--- src/rtl/cpld_spi_master.sv ---
// SPI mode-0, LSB-first master: one opcode byte then `length` payload bytes per nSS-low frame.
// Optional abort support when CPLD_SPI_MASTER_ABORT_EN is defined (adds `abort` / `aborted`).
module cpld_spi_master #(
    parameter int CLK_DIV   = 4,
    parameter int LEN_WIDTH = 8
) (
    input  logic                 clk,
    input  logic                 reset,
`ifdef CPLD_SPI_MASTER_ABORT_EN
    input  logic                 abort,
    output logic                 aborted,
`endif
    input  logic                 start,
    input  logic [7:0]           opcode,
    input  logic [LEN_WIDTH-1:0] length,
    input  logic [7:0]           tx_data,
    input  logic                 tx_valid,
    output logic                 tx_ready,
    output logic [7:0]           rx_data,
    output logic                 rx_valid,
    output logic                 busy,
    output logic                 done,
    output logic                 spi_nss,
    output logic                 spi_sck,
    output logic                 spi_mosi,
    input  logic                 spi_miso
);

    localparam int CW = $clog2(CLK_DIV);
    localparam logic [CW-1:0] DIV_LAST = CW'(CLK_DIV - 1);

    typedef enum logic [2:0] {
        IDLE, SETUP, SHIFT_HI, SHIFT_LO, LOAD, TAIL, DONE
    } state_t;

    state_t               state;
    logic [CW-1:0]        div_cnt;
    logic [2:0]           bit_cnt;
    logic [LEN_WIDTH-1:0] byte_cnt;
    logic [LEN_WIDTH-1:0] len_q;
    logic [7:0]           tx_sr;
    logic [7:0]           rx_sr;
    logic                 div_last;
    logic                 stop_early;

    assign div_last = (div_cnt == DIV_LAST);

`ifdef CPLD_SPI_MASTER_ABORT_EN
    logic abort_pend;
    // A request arriving on the very boundary cycle still takes effect there.
    assign stop_early = abort_pend | abort;
`else
    assign stop_early = 1'b0;
`endif

    // NOTE: every register below uses non-blocking assignment so all branches see pre-edge values.
    always_ff @(posedge clk or posedge reset) begin
        if (reset) begin
            state    <= IDLE;
            div_cnt  <= '0;
            bit_cnt  <= '0;
            byte_cnt <= '0;
            len_q    <= '0;
            tx_sr    <= '0;
            rx_sr    <= '0;
            rx_data  <= '0;
            rx_valid <= 1'b0;
            tx_ready <= 1'b0;
            busy     <= 1'b0;
            done     <= 1'b0;
            spi_nss  <= 1'b1;
            spi_sck  <= 1'b0;
            spi_mosi <= 1'b0;
`ifdef CPLD_SPI_MASTER_ABORT_EN
            abort_pend <= 1'b0;
            aborted    <= 1'b0;
`endif
        end else begin
            done     <= 1'b0;
            rx_valid <= 1'b0;
`ifdef CPLD_SPI_MASTER_ABORT_EN
            aborted <= 1'b0;
            if (abort && busy && state != TAIL)
                abort_pend <= 1'b1;
`endif
            case (state)
                IDLE: begin
                    if (start) begin
                        len_q    <= length;
                        tx_sr    <= opcode;
                        spi_mosi <= opcode[0];
                        spi_nss  <= 1'b0;
                        busy     <= 1'b1;
                        div_cnt  <= '0;
                        bit_cnt  <= '0;
                        byte_cnt <= '0;
                        state    <= SETUP;
                    end
                end
                SETUP, SHIFT_LO: begin
                    if (div_last) begin
                        div_cnt <= '0;
                        spi_sck <= 1'b1;
                        rx_sr   <= {spi_miso, rx_sr[7:1]};
                        state   <= SHIFT_HI;
                    end else begin
                        div_cnt <= div_cnt + CW'(1);
                    end
                end
                SHIFT_HI: begin
                    // Opcode byte (byte_cnt == 0) is shifted in but never reported.
                    if (div_cnt == '0 && bit_cnt == 3'd7 && byte_cnt != '0) begin
                        rx_valid <= 1'b1;
                        rx_data  <= rx_sr;
                    end
                    if (div_last) begin
                        div_cnt <= '0;
                        spi_sck <= 1'b0;
                        if (bit_cnt != 3'd7) begin
                            bit_cnt  <= bit_cnt + 3'd1;
                            tx_sr    <= tx_sr >> 1;
                            spi_mosi <= tx_sr[1];
                            state    <= SHIFT_LO;
                        end else if (byte_cnt != len_q && !stop_early) begin
                            tx_ready <= 1'b1;
                            state    <= LOAD;
                        end else begin
                            state <= TAIL;
                        end
                    end else begin
                        div_cnt <= div_cnt + CW'(1);
                    end
                end
                LOAD: begin
                    // tx_ready stays high every stalled cycle; SCK is frozen low meanwhile.
                    if (tx_valid) begin
                        tx_ready <= 1'b0;
                        tx_sr    <= tx_data;
                        spi_mosi <= tx_data[0];
                        bit_cnt  <= '0;
                        byte_cnt <= byte_cnt + LEN_WIDTH'(1);
                        div_cnt  <= '0;
                        state    <= SHIFT_LO;
                    end else begin
                        tx_ready <= 1'b1;
                    end
                end
                TAIL: begin
                    if (div_last) begin
                        div_cnt  <= '0;
                        spi_nss  <= 1'b1;
                        spi_mosi <= 1'b0;
                        busy     <= 1'b0;
                        done     <= 1'b1;
`ifdef CPLD_SPI_MASTER_ABORT_EN
                        aborted  <= abort_pend;
`endif
                        state    <= DONE;
                    end else begin
                        div_cnt <= div_cnt + CW'(1);
                    end
                end
                DONE: begin
                    bit_cnt  <= '0;
                    byte_cnt <= '0;
`ifdef CPLD_SPI_MASTER_ABORT_EN
                    abort_pend <= 1'b0;
`endif
                    state    <= IDLE;
                end
                default: state <= IDLE;
            endcase
        end
    end

endmodule
--- config.mk ---
export PLATFORM = sky130hd
export DESIGN_NAME = cpld_spi_master
export DESIGN_NICKNAME = d
export VERILOG_FILES = /design/src/rtl/cpld_spi_master.sv
export SDC_FILE = /design/constraint.sdc
export NUM_CORES = 1
export LEC_CHECK = 0
export BUFFER_PORTS_ARGS = -buffer_cell sky130_fd_sc_hd__buf_2
export CAP_MARGIN = 0
export CORE_ASPECT_RATIO = 2
export CORE_MARGIN = 2
export CORE_UTILIZATION = 37
export DETAILED_ROUTE_END_ITERATION = 8
export PLACE_DENSITY = 0.59
export SYNTH_ARGS = -nofsm -noshare
export SYNTH_HDL_FRONTEND = slang
export SYNTH_SLANG_ARGS = --single-unit
--- constraint.sdc ---
create_clock -name clk -period 1.7 [get_ports clk]
set_clock_uncertainty 0.05 [all_clocks]
set_input_delay 0 -clock clk [delete_from_list [all_inputs] [get_ports clk]]
set_output_delay 0 -clock clk [all_outputs]
set_load 0.01 [all_outputs]
==> summary.txt, run 1 <==
Place
  – DP Wirelength: 4395 microns
  – Port Buf Inserts: 43
  – Gp weighted congestion: 0.7933

Global route
  – Initial antenna violation count: 0
  – Grt ovf: 0
  – Total track usage: 15.55%
  – Largest net degree at the start of global routing: 55
  – First-pass GRT wire length: 10,200 microns
  – Vias in the first global route: 2,285

Logic synthesis
  – Ys flop type: dfrtp_1
  – Post-synthesis cell type count: 46
  – Mapped cell area: 0.002830 sq mm
  – Post-synth EDFFs: 0
  – Yosys Warn Count: 0
  – Asr flop ratio synth: 100.0%
  – Number of synthesized register bits: 54
  – Synth Net Count: 303
  – Post-synthesis cell count: 268
  – Post-synthesis sequential area ratio: 47.79%
  – Post-Syn Area per Cell: 10.56 sq um

Drt
  – Initial drt markers: 80
  – Via density: 5.161
  – Via count: 2,240
  – Post-DRT Antenna Nets: 0
  – Routed length per instance: 13.93 microns
  – DRT Wirelength: 6044 microns
  – Drt pass-1 iters: 4
  – Number of remaining DRC errors: 0

Floorplan
  – # rows: 45
  – Die Area: 0.008407 sq mm
  – Die extent in y: 127.7 microns
  – Die Wd: 65.85 microns
  – Starting Density: 37.79%
  – Ports: 44
  – Core area: 0.007488 sq mm

Timing
  – Final Hold Vio Count: 0
  – Final period util: 101.3%
  – Slew HR: 56.23%
  – F_max: 580.8 MHz
  – PnR worst setup slack: -0.02187 ns
  – Slew Viols, Final: 0
  – Setup violators final: 10
  – RSZ-0062 raised after global routing: true
  – Final hold slack: 0.05475 ns
  – Worst-margin pin slew: 0.6480 ns
  – Fin crit period: 1.722 ns

Finish
  – Final Core Density: 48.37%
  – Share of cells above drive strength 1: 34.71%
  – Filler Cell Count: 696
  – Diodes inserted: 0
  – Area growth, synth to finish: 27.98%
  – Post-layout net count: 374

Power
  – PD cells: 1203 mW/mm^2
  – Worst VDD drop: 1.171 mV
  – Leakage power total: 0.001680 uW
  – Net Switching: 1387 uW
  – Switching portion of total power: 31.83%
  – Overall power: 4359 uW
  – Gate power share: 32.7%
  – Share of power burned in registers: 42.8%
  – Int Power: 2972 uW
  – Clk pwr share: 24.5%

Run status
  – Status: complete, but fails checks
  – Failing checks: negative setup slack

Worst hold path
  – Hold Path Class: input pin to flop
  – Worst hold start: tx_valid

Worst setup path
  – Worst Path Max Fanout: 3
  – Crit path from: bit_cnt[0]
  – Crit path arrival time: 1.85 ns
  – Startpoint type of the worst setup path: flop
  – Kind of critical path: flop to flop
  – Crit path required time: 1.83 ns
  – CP endpoint kind: flop
  – Reg2reg start: bit_cnt[0]

CTS
  – Clk pin slew, worst setup/hold paths: 0.07 ns
  – Clock sink total: 54
  – Clk Tree Root Cell: clkbuf_16
  – CTS tree: yes
  – Worst skew pair latency: 0.30 ns
  – H-tree depth: 2
  – Max Buffers Root-to-Sink: 2
  – CTS buffer count: 5

Job
  – Total of max-cap violations: 0
-- path summary, 6_finish.rpt --
check / end / slack, ns / cells past startpoint
worst max register to register: spi_mosi / -0.02 / 6
min in group asynchronous: spi_sck / 0.25 / 4
worst max-delay path: spi_mosi / -0.02 / 6
max in group asynchronous: spi_nss / 1.07 / 4
worst min register to register: tx_sr[6] / 0.44 / 2
worst min-delay path: byte_cnt[0] / 0.05 / 3
-- layout by cell type (no fill, tap or decap), drive strengths merged, types with 2 or more instances in the layout --
master       instances
dlygate4sd3         10
dfrtp               53
o41ai                2
nor4b                2
inv                 10
mux2                27
nand2b               6
o311ai               6
and2                 3
nand4                2
nand2               22
xor2                 8
clkbuf               5
and3                 2
a41oi                3
a21oi                7
nor2b                8
o21ai               35
ha                   6
a22o                 5
nor3                 9
buf                 69
a21o                 2
nor2                14
o21bai               7
nor4                 2
-- cells in the mapped netlist, drive strengths merged (3+ instances only) --
| cell type | n | share of area, % |
|---|---|---|
| nand2 | 22 | 2.9 |
| and2 | 3 | 0.66 |
| buf | 11 | 2.5 |
| nor2b | 8 | 1.8 |
| nor3 | 9 | 1.6 |
| nor2 | 14 | 2.1 |
| xor2 | 8 | 2.5 |
| clkbuf | 4 | 0.53 |
| o311ai | 6 | 1.9 |
| dfrtp | 53 | 47 |
| mux2 | 27 | 11 |
| inv | 8 | 1.1 |
| a22o | 5 | 1.5 |
| nand2b | 6 | 1.3 |
| a41oi | 3 | 0.93 |
| ha | 6 | 2.7 |
| o21bai | 7 | 1.9 |
| a21oi | 7 | 1.6 |
| o21ai | 35 | 6.2 |
-- sequential cells by signal, indices dropped and copies added, names as in the netlist, 2 cells and up --
register and cells:
rx_data 8, bit_cnt 3, len_q 8, state 3, byte_cnt 8, rx_sr 8
tx_sr 7, div_cnt 2
-- through the flow --
step	std cells	cell area [sq um]	setup TNS, ns	worst slack [ns]
3_3_place_gp	415	3324	-0.005072	-0.005072
3_5_place_dp	415	3324	-0.08991	-0.05743
5_1_grt	434	3622	-0.9932	-0.1080
2_1_floorplan	268	2840	0	0.009174
4_1_cts	433	3592	-0.05117	-0.04043
6_report	434	3622	-0.1091	-0.02187
-- metal layers --
| metal | GRT usage [%] | wire [microns] | vias up |
|---|---|---|---|
| li1 | - | - | 1106 |
| met4 | 5.392 | 89 | 0 |
| met3 | 3.424 | 207 | 6 |
| met1 | 17.62 | 2519 | 1087 |
| met5 | 0 | 0 | - |
| met2 | 27.93 | 3228 | 41 |
-- critical path, stage by stage, from the launching register on --
cell and delay, ns:
dfrtp_1 0.36, ha_2 0.19, ha_4 0.13, and3b_2 0.22, and2_4 0.15, nor3_4 0.18, mux2_4 0.31
-- area by class of cell --
class,instances,area [sq um],area share (%)
clock buffers,5,125.1,3.454
clock inverters,3,28.78,0.7945
inverters,8,30.03,0.8290
multi-input cells,191,1405,38.79
flip-flops and latches,54,1355,37.41
well taps,94,117.6,3.247
repair buffers,79,560.5,15.47
-- power groups by stage --
stage               logic (uW)  registers (uW)  clock network [uW]
global placement          1320            1860                   0
global route              1600            1920                1160
detailed placement        1360            1880                   0
floorplan                  992            1800                   0
finish                    1420            1870                1070
CTS                       1400            1860                1110
-- logic make-up after synthesis --
family                   Yosys count  synth area share [%]
AO/OA/AOI/OAI                     74                 17.29
XOR/XNOR                           8                 2.476
adder cells (fa/ha/maj)            6                 2.652
buffers and inverters             23                 4.111
flip-flops                        54                 47.79
multiplexers                      28                 11.10
AND/OR/NAND/NOR                   75                 14.59
-- timing repair --
item,CTS,global route
hold buffers,10,0
gates resized for setup,3,7
setup endpoints to repair,4,37
pin swaps,2,3
buffers inserted,0,1
endpoints found under the hold margin,63,0
Power figures use the tool's default switching activity.
==> run 2, diff against run 1 <==
- SKIP_CTS_REPAIR_TIMING: default -> 1
==> run 2 against run 1 <==
Effect of this change: the run still ends with negative setup slack left; routed wire length about the same; sequential share of layout area down 0.052 points; utilization up 0.067 points; hold slack better by 0.00080 ns; final cell count down 0.23%; via count up 0.85%; critical path depth unchanged; largest power group unchanged; maximum frequency down 0.95%; clock power about the same.
==> summary.txt, run 2 (synthesized netlist as in run 1, its figures left out) <==
Timing
  – Slew HR: 55.43% (-0.80 points)
  – Worst-margin pin slew: 0.6599 ns (+0.01186 ns)
  – Final hold slack: 0.05555 ns (+0.0008007 ns)
  – Final period util: 102.3% (+0.97 points)
  – Slew Viols, Final: 0 (unchanged)
  – Setup violators final: 2 (-8)
  – Final Hold Vio Count: 0 (unchanged)
  – Fin crit period: 1.738 ns (+0.01650 ns)
  – F_max: 575.2 MHz (-0.95%)
  – RSZ-0062 raised after global routing: true
  – Setup TNS: -0.05746 ns (+0.05164 ns)
  – PnR worst setup slack: -0.03838 ns (-0.01650 ns)

Finish
  – Diodes inserted: 0 (unchanged)
  – Area growth, synth to finish: 28.16%
  – Most frequent cells in the layout: dfrtp_1, buf_2, mux2_2, nand2_1, o21ai_0
  – Finished layout cell area: 0.003627 sq mm (+0.14%)
  – Final Core Density: 48.44% (+0.067 points)
  – Commonest non-fill, non-tap cell in the layout: dfrtp_1
  – Post-layout net count: 373 (-0.27%)
  – Share of cells above drive strength 1: 34.51% (-0.19 points)

Floorplan
  – Starting Density: 37.79% (unchanged)
  – Die Wd: 65.85 microns (unchanged)
  – # rows: 45 (unchanged)
  – Core area: 0.007488 sq mm (unchanged)
  – Die extent in y: 127.7 microns (unchanged)
  – Die Area: 0.008407 sq mm (unchanged)
  – Ports: 44 (unchanged)

CTS
  – Clock sink total: 54 (unchanged)
  – CTS tree: yes
  – Clk pin slew, worst setup/hold paths: 0.07 ns (about the same)
  – H-tree depth: 2 (unchanged)
  – Clk Tree Root Cell: clkbuf_16
  – Max Buffers Root-to-Sink: 2 (unchanged)
  – Worst skew pair latency: 0.30 ns (about the same)
  – CTS buffer count: 5 (unchanged)

Global route
  – Vias in the first global route: 2,273 (-0.53%)
  – First-pass GRT wire length: 10,170 microns (-0.27%)
  – Total track usage: 15.49% (-0.054 points)
  – Grt ovf: 0 (unchanged)
  – Largest net degree at the start of global routing: 55 (unchanged)
  – Initial antenna violation count: 0 (unchanged)

Drt
  – Number of remaining DRC errors: 0 (unchanged)
  – Initial drt markers: 72 (-10%)
  – Drt pass-1 iters: 4 (unchanged)
  – Via count: 2,259 (+0.85%)
  – Routed length per instance: 13.95 microns (+0.18%)
  – Post-DRT Antenna Nets: 0 (unchanged)
  – Via density: 5.217 (+1.1%)
  – DRT Wirelength: 6041 microns (about the same)

Worst setup path
  – Crit path cell chain: ha_2 -> ha_4 -> and3b_2 -> and2_4 -> nor3_4 -> mux2_4
  – Max incr delay on CP: 0.37 ns (about the same)
  – Kind of critical path: flop to flop
  – CP endpoint kind: flop
  – Slowest cell on crit path: dfrtp_1
  – Startpoint type of the worst setup path: flop
  – Crit-path leading delay family: simple AND/OR/NAND/NOR gates
  – Worst Path Buf+Inv: 0 (unchanged)
  – Worst Path Max Fanout: 3 (unchanged)
  – Crit path required time: 1.83 ns (about the same)
  – Crit path arrival time: 1.87 ns (+0.02 ns)

Power
  – Worst VDD drop: 1.144 mV (-2.4%)
  – PD cells: 1202 mW/mm^2 (about the same)
  – Leakage power total: 0.001690 uW (+0.56%)

Place
  – Gp weighted congestion: 0.7933 (unchanged)
  – Port Buf Inserts: 43 (unchanged)
  – Dpl cell area: 0.003324 sq mm (unchanged)
  – DP Wirelength: 4395 microns (unchanged)
  – DP Worst Slack: -0.05743 ns (unchanged)

Run status
  – Status: complete, but fails checks
  – Failing checks: negative setup slack

Worst hold path
  – Hold Path Class: input pin to flop

Job
  – Total of max-cap violations: 0 (unchanged)
[run 2: worst register-to-register path, cell delays in order (launching register included)]
cell	delay, ns
dfrtp_1	0.37
ha_2	0.20
ha_4	0.14
and3b_2	0.23
and2_4	0.15
nor3_4	0.18
mux2_4	0.31
[run 2: path summary, 6_finish.rpt]
check / startpoint / to / slack [ns] / depth (start not counted)
setup / recovery: bit_cnt[1] / spi_mosi / -0.04 / 6
hold / removal: tx_valid / byte_cnt[0] / 0.06 / 3
setup reg to reg: bit_cnt[1] / spi_mosi / -0.04 / 6
hold reg to reg: tx_sr[7] / tx_sr[7] / 0.44 / 2
max in group asynchronous: reset / spi_nss / 1.07 / 4
min in group asynchronous: reset / spi_sck / 0.25 / 4
[run 2: area by class of cell]
cell class / instances / area (sq um)
flip-flops and latches: 54 / 1355
multi-input cells: 191 / 1414
fillers: 698 / 3861
inverters: 8 / 30.03
clock inverters: 3 / 28.78
well taps: 94 / 117.6
repair buffers: 78 / 556.8
clock buffers: 5 / 125.1
[run 2: metal layers]
metal / vias to the layer above / part of all wire, % / global-route usage, %
li1: 1104 / - / -
met2: 35 / 53 / 27.51
met4: 0 / 1.7 / 5.760
met5: - / 0 / 0
met3: 8 / 3.1 / 3.512
met1: 1112 / 42 / 17.62
[run 2: power breakdown]
| group | internal, uW | switching (uW) | total, uW |
|---|---|---|---|
| sequential | 1620 | 249 | 1870 |
| combinational | 791 | 638 | 1430 |
| clock | 565 | 500 | 1060 |
[run 2: per-stage QoR]
| step | std cells | total power, uW |
|---|---|---|
| CTS | 423 | 4326 |
| finish | 433 | 4361 |
| global route | 433 | 4675 |
| global placement | 415 | 3173 |
| detailed placement | 415 | 3237 |
| floorplan | 268 | 2787 |
